<file path="config.mk">
export PLATFORM = sky130hd
export DESIGN_NAME = pingpong_unpacker
export DESIGN_NICKNAME = d
export VERILOG_FILES = /design/src/rtl/pingpong_unpacker.sv
export SDC_FILE = /design/constraint.sdc
export NUM_CORES = 1
export LEC_CHECK = 0
export ABC_AREA = 1
export CAP_MARGIN = 20
export CELL_PAD_IN_SITES_DETAIL_PLACEMENT = 1
export CELL_PAD_IN_SITES_GLOBAL_PLACEMENT = 2
export CORE_MARGIN = 2
export CORE_UTILIZATION = 37
export CTS_BUF_LIST = sky130_fd_sc_hd__clkbuf_4
export DETAILED_ROUTE_END_ITERATION = 16
export PLACE_DENSITY = 0.75
export SKIP_LAST_GASP = 1
export SLEW_MARGIN = 20
export SYNTH_ARGS = -nofsm -noshare
export SYNTH_HDL_FRONTEND = slang
export SYNTH_SLANG_ARGS = --single-unit
</file>
<file path="constraint.sdc">
create_clock -name clock_rd -period 2.35 [get_ports clock_rd]
set_clock_uncertainty 0.05 [all_clocks]
set_input_delay 0.235 -clock clock_rd [delete_from_list [all_inputs] [get_ports clock_rd]]
set_output_delay 0.235 -clock clock_rd [all_outputs]
set_load 0.01 [all_outputs]
</file>
<file path="src/rtl/pingpong_unpacker.sv">
// Fills banks A/B alternately and drains each closed bank as one valid/ready block; out_valid rises
// two edges after a bank closes, out_ready low stalls the current beat, samples hitting a busy bank are dropped and counted.
module pingpong_unpacker #(
  parameter int n_bits     = 4,
  parameter int depth_log2 = 4
) (
  input  logic              clock_rd,
  input  logic              reset_rd,
  input  logic [n_bits-1:0] data_in,
  input  logic              valid_in,
  input  logic              flush,
  output logic [n_bits-1:0] out_data,
  output logic              out_valid,
  input  logic              out_ready,
  output logic              out_last,
  output logic              bank_out,
  output logic              overflow,
  output logic [15:0]       drop_count,
  output logic [2:0]        state_out
);

  localparam int DEPTH = 2 ** depth_log2;
  localparam logic [depth_log2-1:0] WR_ONE   = depth_log2'(1);
  localparam logic [depth_log2-1:0] WR_LAST  = '1;
  localparam logic [depth_log2-1:0] IDX0     = '0;
  localparam logic [depth_log2:0]   RD_ONE   = (depth_log2 + 1)'(1);

  typedef enum logic [1:0] {B_EMPTY = 2'd0, B_FILLING = 2'd1, B_FULL = 2'd2} bank_st_t;
  typedef enum logic [1:0] {R_IDLE = 2'd0, R_STREAM = 2'd1} rd_state_t;

  logic [n_bits-1:0]   mem [2][DEPTH];
  bank_st_t            status [2];
  logic [depth_log2:0] len [2];
  logic                full_seen [2];

  logic                  wr_bank;
  logic [depth_log2-1:0] wr_ptr;
  bank_st_t              wr_st;
  logic                  accept;
  logic                  drop;
  logic                  close;
  logic [depth_log2:0]   fill_cnt;

  rd_state_t           rd_state, rd_state_nxt;
  logic                rd_bank, rd_bank_nxt;
  logic [depth_log2:0] rd_ptr, rd_ptr_nxt;
  logic [n_bits-1:0]   out_data_nxt;
  logic                out_valid_nxt, out_last_nxt, bank_out_nxt;
  logic                rd_full;
  logic                release_bank;

  // Write side decides purely on registered bank status.
  assign wr_st    = status[wr_bank];
  assign accept   = valid_in && (wr_st != B_FULL);
  assign drop     = valid_in && (wr_st == B_FULL);
  assign fill_cnt = {1'b0, wr_ptr} + {{depth_log2{1'b0}}, accept};
  assign close    = (wr_st != B_FULL) && (fill_cnt != '0) &&
                    (flush || (accept && (wr_ptr == WR_LAST)));

  always_ff @(posedge clock_rd) begin
    if (accept) mem[wr_bank][wr_ptr] <= data_in;
  end

  always_ff @(posedge clock_rd or negedge reset_rd) begin
    if (!reset_rd) begin
      for (int i = 0; i < 2; i++) begin
        status[i]    <= B_EMPTY;
        len[i]       <= '0;
        full_seen[i] <= 1'b0;
      end
      wr_bank    <= 1'b0;
      wr_ptr     <= '0;
      overflow   <= 1'b0;
      drop_count <= '0;
    end else begin
      for (int i = 0; i < 2; i++) full_seen[i] <= (status[i] == B_FULL);
      if (release_bank) status[rd_bank] <= B_EMPTY;
      if (close) begin
        status[wr_bank] <= B_FULL;
        len[wr_bank]    <= fill_cnt;
        wr_ptr          <= '0;
        wr_bank         <= ~wr_bank;
      end else if (accept) begin
        status[wr_bank] <= B_FILLING;
        wr_ptr          <= wr_ptr + WR_ONE;
      end
      if (drop) begin
        overflow <= 1'b1;
        if (drop_count != 16'hFFFF) drop_count <= drop_count + 16'd1;
      end
    end
  end

  // A bank is picked up only after it has read FULL for a cycle, giving the two-edge start latency.
  assign rd_full = (status[rd_bank] == B_FULL) && full_seen[rd_bank];

  always_comb begin
    rd_state_nxt  = rd_state;
    rd_bank_nxt   = rd_bank;
    rd_ptr_nxt    = rd_ptr;
    out_data_nxt  = out_data;
    out_valid_nxt = out_valid;
    out_last_nxt  = out_last;
    bank_out_nxt  = bank_out;
    release_bank  = 1'b0;
    case (rd_state)
      R_IDLE: begin
        if (rd_full) begin
          out_data_nxt  = mem[rd_bank][IDX0];
          out_valid_nxt = 1'b1;
          out_last_nxt  = (len[rd_bank] == RD_ONE);
          bank_out_nxt  = rd_bank;
          rd_ptr_nxt    = RD_ONE;
          rd_state_nxt  = R_STREAM;
        end
      end
      R_STREAM: begin
        if (out_valid && out_ready) begin
          if (out_last) begin
            release_bank  = 1'b1;
            rd_bank_nxt   = ~rd_bank;
            out_valid_nxt = 1'b0;
            out_last_nxt  = 1'b0;
            rd_state_nxt  = R_IDLE;
          end else begin
            out_data_nxt = mem[rd_bank][rd_ptr[depth_log2-1:0]];
            out_last_nxt = ((rd_ptr + RD_ONE) == len[rd_bank]);
            rd_ptr_nxt   = rd_ptr + RD_ONE;
          end
        end
      end
      default: rd_state_nxt = R_IDLE;
    endcase
  end

  always_ff @(posedge clock_rd or negedge reset_rd) begin
    if (!reset_rd) begin
      rd_state  <= R_IDLE;
      rd_bank   <= 1'b0;
      rd_ptr    <= '0;
      out_data  <= '0;
      out_valid <= 1'b0;
      out_last  <= 1'b0;
      bank_out  <= 1'b0;
    end else begin
      rd_state  <= rd_state_nxt;
      rd_bank   <= rd_bank_nxt;
      rd_ptr    <= rd_ptr_nxt;
      out_data  <= out_data_nxt;
      out_valid <= out_valid_nxt;
      out_last  <= out_last_nxt;
      bank_out  <= bank_out_nxt;
    end
  end

  assign state_out = {wr_bank, rd_state};

endmodule

</file>
# After elaboration in Yosys (flattened, before gate mapping)
# Memory sizes are Yosys's and may differ from the RTL's.
# Cells that the tools add are included.
dict set report totals {
  memories 1
  register_bits 53
  mem_bits_rw 128
  in_bits 9
}
dict set report op_classes {
  add_sub_neg 4
  eq_ne 14
  n_mux 54
  n_reduce_logical 22
  magnitude_cmp 7
  bitwise 14
}
# memory words width read_ports rd_ports_with_merged_regs write_ports line_no
set memory_table {}
lappend memory_table {mem 2 64 1 0 1 31} ;# logic [n_bits-1:0] mem [2][DEPTH];
# operator n
set ops {}
lappend ops {{64-bit 2-to-1 mux} 1}
lappend ops {{4-bit 2-to-1 mux} 11}
lappend ops {{5-bit 2-to-1 mux} 7}
lappend ops {{2-bit 2-to-1 mux} 11}
lappend ops {{16-bit by 1-bit adder with 16-bit output, second input constant} 1}
lappend ops {{4-bit binary-select mux with 4-bit select} 1}
lappend ops {{4-bit demux with 4-bit select} 1}
lappend ops {{16-bit != test, second input constant} 1}
lappend ops {{1-bit 2-to-1 mux} 13}
lappend ops {{10-bit bitwise mux} 1}
lappend ops {{5-bit >= comparator, second input constant} 2}
lappend ops {{1-bit logical AND} 10}
lappend ops {{2-bit != test, second input constant} 5}
lappend ops {{4-bit inverter with 5-bit output} 2}
lappend ops {{5-bit one-hot mux with 2 select lines} 1}
lappend ops {{3-bit AND reduction} 3}
lappend ops {{2-bit == test, second input constant} 4}
lappend ops {{4-bit one-hot mux with 2 select lines} 1}
lappend ops {{4-bit AND reduction} 2}
lappend ops {{4-bit by 1-bit adder with 5-bit output} 1}
lappend ops {{5-bit by 1-bit adder with 5-bit output, second input constant} 1}
lappend ops {{5-bit demux with 1-bit select} 1}
lappend ops {{5-bit by 1-bit == test with 1-bit output, second input constant} 1}
lappend ops {{5-bit == test} 1}
lappend ops {{other kinds (21)} 32}

# Longest topological paths before layout
# Gate-level depths: netlist of run 1.
dict set report logic_depth {
  ltp_word 11
  mapped_depth 14
  ltp_nobuf 12
}

# Worst setup path before layout of run 1
# OpenSTA, ideal clock, no wires.
dict set report synth_timing {
  path_type {flip-flop to flip-flop}
  start {reg wr_bank}
  end {reg len[7] (netlist bit)}
  stages_incl_launch_ff 13
  setup_time_ns 0.128
  path_buffers 3
  path_slack_ns 0.148
  required_ns 2.172
  arrival_ns 2.024
  cell_sequence {dfrtp_1 > buf_2 > nor2_4 > nor2_4 > nor2_4 > buf_4 > ha_1 > ha_1 > xnor2_1 > nand4_1 > nand3_2 > buf_6 > o21ai_1}
}
dict set report synth_between {
  elab_chain_cells 10
}
# item line_no
set synth_rtl {}
lappend synth_rtl {{from (decl)} 36} ;# logic wr_bank;
lappend synth_rtl {{from (signal assigned)} 82} ;# wr_bank <= ~wr_bank;
lappend synth_rtl {{1-bit inverter with 2-bit output (not written as such) *} {53, 80}}
lappend synth_rtl {{2-bit 2-to-1 mux (not written as such) (3 in series)} 53} ;# assign wr_st = status[wr_bank];
lappend synth_rtl {{2-bit != test} {54, 57}}
lappend synth_rtl {{1-bit logical AND} 54} ;# assign accept = valid_in && (wr_st != B_FULL);
lappend synth_rtl {{4-bit by 1-bit adder with 5-bit output} 56} ;# assign fill_cnt = {1'b0, wr_ptr} + {{depth_log2{1'b0}}, accept};
lappend synth_rtl {{5-bit nonzero test} 57} ;# assign close = (wr_st != B_FULL) && (fill_cnt != '0) &&
lappend synth_rtl {{1-bit logical AND (2 in series)} 57}
lappend synth_rtl {{to (signal, indexed assignment)} 80} ;# len[wr_bank] <= fill_cnt;
lappend synth_rtl {{to (decl)} 33} ;# logic [depth_log2:0] len [2];
# Mark *: on every way between the ends. The rest lies on a longest branch, timed or not. The select of a mux whose other input is x is not followed.
# A chain may end at the register's enable or synchronous reset.

# Worst setup path in the final report of run 1
dict set report layout_timing {
  start {reg wr_bank}
  end {out state_out[2]}
}
# item line_no
set layout_lines {}
lappend layout_lines {{to (decl)} 19} ;# output logic [2:0] state_out
# No word-level cell between the ends.

==> results.cfg, run 1 <==
[sta]
period_share = 0.946
fin_crit_ps = 2220
tns_ps = 0
tightest_slew_ps = 884
setup_viol = 0
setup_slack_ps = 127
slew_headroom = 0.411
hold_viol_final = 0
finalMaxSlewViolations = 0
fmax_ghz = 0.450

[critical_path]
crit_type = flop to output port
worst-endpoint-required_ps = 2070
cp.arrival_ps = 1940
start_kind = flop
worstSetupEndpointType = output port
worstPathMaxFanout = 19

[synthesis]
ys_seq_elements = 179
synth_area_sq_um = 8130
syn_inst = 796
synth_nets = 813
yosysSeqAreaShare = 0.630
synth_warnings = 0
syn_avg_cell_area_sq_um = 10.2
synth_flop_cell = edfxtp_1
yosysUniqueCellTypes = 42
synth_edf_count = 128
postSynth.asyncResetShare = 0.285

[layout]
finalNetCount = 885
fin_cells = 1162
drive_gt1_frac = 0.136
num-fill-cells = 2417
syn_to_final_growth_pct = 15.4

[floorplanning]
die_area_sq_um = 23200
initial_utilization = 0.375
ios = 36
coreArea_sq_um = 21700
rows = 54
die_w_um = 152
fp.dieH_um = 152

[global_route]
grt_max_degree = 64
grt_pass1_wl_um = 34300
antenna_found_initial = 1
grt-ovfl-total = 0
grt_pass1_vias = 6412
track_usage = 0.189

[routing]
firstDrtPassIters = 4
vias = 5886
drc = 0
ant_nets = 0
vias_per_cell = 5.07
drt_iter0_drc = 260
wl_um = 21200
wl_per_cell_um = 18.2

[worst_hold_path]
min_path_type = input pin to async pin

[job]
drv_cap = 0

[place]
dp_slack_ps = 98.6
gp_congestion = 0.796
portBuffers = 34
place_inst = 1124
dp_hpwl_um = 14500

[clock_tree]
cts.sinks = 179
cts_buffers = 17
htreeDepth = 4
cts_tree = yes
clk_latency_ps = 590
cts_root_buf = clkbuf_4
cts.reportedPaths.clkPinSlew_ps = 140
clock_path_buffers = 2

[power_and_ir_drop]
p_per_area_nw_per_um2 = 1070
total_power_w = 0.0100
p_leak_nw = 3.79
peakVddDrop_uv = 484

[outcome]
status = completed
[power breakdown]
part           leakage [nW]  switching (W)  internal (W)
Combinational          1.83        0.00271       0.00143
Clock                 0.161        0.00107      0.000731
Sequential             1.80       0.000348       0.00375
Total                  3.79        0.00413       0.00591
[Yosys cell counts, types with 8 or more instances]
library cell | instances | share of area
nor3_1 | 35 | 0.022
inv_1 | 40 | 0.018
o21ai_1 | 13 | 0.0080
o21ai_0 | 12 | 0.0074
ha_1 | 8 | 0.012
xor2_1 | 13 | 0.014
clkbuf_1 | 15 | 0.0069
dfrtp_1 | 51 | 0.16
xnor2_1 | 9 | 0.0097
edfxtp_1 | 128 | 0.47
buf_2 | 11 | 0.0068
nor2_1 | 30 | 0.014
nand2_1 | 247 | 0.11
nand3_1 | 94 | 0.058
buf_4 | 9 | 0.0083
a21oi_1 | 22 | 0.014
[worst max-delay path, stage by stage, from the launching register on]
cell	delay (ps)
dfrtp_1	430
buf_4	330
clkdlybuf4s50_1	600
[registers in the layout, summed over array words and instances, names as in the netlist]
signal and cells:
bank_out 1, drop_count 16, full_seen 2, len 10, mem 128, out_data 4, out_last 1, overflow 1
rd_bank 1, rd_ptr 5, rd_state 1, status 4, wr_bank 1, wr_ptr 4
[what timing repair did]
action | 4_1_cts | 5_1_grt
endpoints found under the hold margin | 35 | 0
endpoints found under the setup margin | 0 | 19
hold buffers | 1 | 0
gates resized for setup | 0 | 5
setup buffers | 0 | 3
[worst paths after layout]
kind,to,start,depth (start not counted),slack (ps)
setup / recovery,state_out[2],wr_bank,2,130
hold / removal,out_data[3],reset_rd,2,230
setup reg to reg,wr_ptr[1],status[1],12,160
hold reg to reg,overflow,overflow,1,450
max in group asynchronous,drop_count[4],reset_rd,3,1340
min in group clock_rd,rd_bank,out_ready,4,350
[metal layers]
layer | vias to the layer above | routed length (um) | track usage
met1 | 2959 | 9650 | 0.241
met3 | 21 | 495 | 0.0296
met4 | 0 | 383 | 0.0614
met5 | - | 0 | 0
met2 | 73 | 10700 | 0.330
li1 | 2833 | - | -
[through the flow]
stage | hold WS, ps | instance area [sq um] | util
5_1_grt | 256 | 9380 | 0.433
3_5_place_dp | 347 | 9020 | 0.416
3_3_place_gp | 332 | 9020 | 0.416
4_1_cts | 228 | 9320 | 0.430
2_1_floorplan | -111 | 8130 | -
6_report | 233 | 9380 | 0.433
[kinds of logic (layout without fill, tap and decap cells)]
| family | Yosys count | count (layout) | share of synthesized area |
|---|---|---|---|
| xor gates and xnor gates | 23 | 23 | 0.0257 |
| DFF | 179 | 179 | 0.630 |
| buffers and inverters | 84 | 168 | 0.0477 |
| muxes | 1 | 1 | 0.00123 |
| and+or+nand+nor | 444 | 445 | 0.246 |
| adders and majority gates | 8 | 8 | 0.0123 |
| AOI/OAI and AO/OA | 56 | 56 | 0.0371 |
| other | 1 | 2 | 0.000461 |
[area by class of cell]
type                            instances  area, sq um  share of cell area
Sequential cell                       179         5120               0.546
Multi-Input combinational cell        534         2660               0.283
Timing Repair Buffer                   91          791              0.0843
Tap cell                              280          350              0.0373
Inverter                               45          171              0.0183
Clock inverter                         15          161              0.0172
Clock buffer                           17          128              0.0136
Antenna cell                            1         2.50            0.000267
[placed cells by master (no fill, tap or decap), types with 12 or more instances in the layout]
cell,synthesis,routed
xor2_1,13,13
clkdlybuf4s50_1,0,33
clkbuf_4,0,17
inv_1,40,40
o21ai_1,13,13
nor3_1,35,35
nand2_1,247,247
dfrtp_1,51,50
nor2_1,30,30
a21oi_1,22,22
o21ai_0,12,12
edfxtp_1,128,128
buf_4,9,54
nand3_1,94,94
Note: power is estimated with default switching activity, not from simulation.
==> inputs of run 2 (changes only) <==
- SETUP_SLACK_MARGIN: unset -> 0.05
==> run 2 against run 1 <==
Against the previous run: sequential share of layout area shrank 0.25 points; register-to-register slack is essentially flat; combinational power grew 2%; count of clock-buffer cells in the layout is the same; largest cell class unchanged.
==> results.cfg, run 2 (synthesis gave the netlist of run 1 again) <==
[outcome]
status = completed

[power_and_ir_drop]
switchingPower_w = 0.00415
seqPwrFrac = 0.406
p_per_area_nw_per_um2 = 1070
p_clk_frac = 0.178
peakVddDrop_uv = 487
switching_share = 0.410
power.internal_w = 0.00597
p_leak_nw = 3.81
total_power_w = 0.0101
combPwrFrac = 0.417

[layout]
syn_to_final_growth_pct = 16.0
reg_top3 = mem x128, drop_count x16, len x10
largest_register_ffs = 128
regMostFlops = mem
final_cell_mix = nand2_1 (246), edfxtp_1 (128), nand3_1 (94), buf_4 (56), dfrtp_1 (50)
num-fill-cells = 2415
final_common_cell = nand2_1
drive_gt1_frac = 0.143
fin_cells = 1165
finalNetCount = 888

[clock_tree]
clk_latency_ps = 590
cts_tree = yes
cts.sinks = 179
cts.reportedPaths.clkPinSlew_ps = 150
cts_root_buf = clkbuf_4
htreeDepth = 4
clock_path_buffers = 2
cts_buffers = 17

[sta]
finalMaxSlewViolations = 0
setup_viol = 0
slew_headroom = 0.410
hold_viol_final = 0
tightest_slew_ps = 885
tns_ps = 0
fin_crit_ps = 2180
setup_slack_ps = 169
holdWs_ps = 227
rsz0062_at_grt = no
period_share = 0.928
fmax_ghz = 0.459

[place]
portBuffers = 34
place_inst = 1124
dp_slack_ps = 98.6
gp_congestion = 0.796
dp_hpwl_um = 14500

[routing]
drt_iter0_drc = 245
firstDrtPassIters = 4
ant_nets = 0
vias = 5901
vias_per_cell = 5.07
wl_um = 21300
wl_per_cell_um = 18.3
drc = 0

[critical_path]
cp-startpoint = status[3]
path_buf_inv = 2
worst-endpoint-required_ps = 2820
critPathMaxStageDelay_ps = 420
start_kind = flop
rrSetupSlack_ps = 170
worstPathMaxFanout = 4
slowest_stage = dfrtp_1
crit_type = flop to flop
r2r-end = wr_ptr[1]
ff2ff_path_depth = 12
cp_cell_sequence = inv_1, nor2_4, nor2_4, nor2_4, nor2_4, ha_1, nand3_1, xor2_1, nand4_1, buf_4, and3_2, nor2_1
r2r-start = status[3]
worstSetupEndpointType = flop
cp.arrival_ps = 2650
cpMostUsedCell = nor2_4
crit_family = simple AND/OR/NAND/NOR gates

[floorplanning]
ios = 36
fp.dieH_um = 152
coreArea_sq_um = 21700
die_w_um = 152
initial_utilization = 0.375
die_area_sq_um = 23200
rows = 54

[global_route]
grt_pass1_vias = 6412
track_usage = 0.189
grt_max_degree = 64
grt_pass1_wl_um = 34300
grt-ovfl-total = 0
antenna_found_initial = 1

[job]
drv_cap = 0

[worst_hold_path]
min_path_type = input pin to async pin
run 2: worst max path at each step:
stage	cells past startpoint	slack (ps)	end
2_1_floorplan	12	150	len[7]
3_3_place_gp	7	110	mem[1][24]
3_5_place_dp	9	100	wr_bank
4_1_cts	2	60	state_out[2]
5_1_grt	12	8	wr_ptr[3]
6_report	12	170	wr_ptr[1]
run 2: per-layer routing:
metal	track usage	part of all wire	vias to the layer above
li1	-	-	2840
met1	0.241	0.45	2944
met2	0.330	0.50	96
met3	0.0296	0.031	21
met4	0.0614	0.016	0
met5	0	0	-
run 2: power by group through the flow:
| stage | combinational (W) | clock [W] | sequential (W) |
|---|---|---|---|
| after global placement | 0.00393 | 0 | 0.00414 |
| after CTS | 0.00406 | 0.00186 | 0.00410 |
| after global routing | 0.00471 | 0.00198 | 0.00416 |
| after detailed placement | 0.00404 | 0 | 0.00417 |
| final | 0.00421 | 0.00180 | 0.00410 |
| after floorplan | 0.00265 | 0 | 0.00407 |
run 2: metrics by stage:
stage,utilization,instance area (sq um)
after floorplan,-,8130
after global routing,0.435,9430
after CTS,0.430,9320
after detailed placement,0.416,9020
final,0.435,9430
after global placement,0.416,9020
run 2: layout make-up:
cell class	instances	area [sq um]	area share
Sequential cell	179	5120	0.543
Multi-Input combinational cell	534	2670	0.284
Timing Repair Buffer	94	817	0.0867
Tap cell	280	350	0.0372
Inverter	45	171	0.0182
Clock inverter	15	161	0.0171
Clock buffer	17	128	0.0135
Antenna cell	1	2.50	0.000265
run 2: worst reg2reg max path: cells and delay by family (launching register included):
family / cells / cell delay [ps]
adders and majority gates: 1 / 200
and+or+nand+nor: 8 / 930
xor gates and xnor gates: 1 / 210
buffers and inverters: 2 / 300
DFF: 1 / 420
run 2: timing repair:
action | 4_1_cts | 5_1_grt
setup endpoints to repair | 0 | 52
gates resized for setup | 0 | 9
hold buffers | 1 | 0
setup buffers | 0 | 6
hold endpoints to repair | 35 | 0
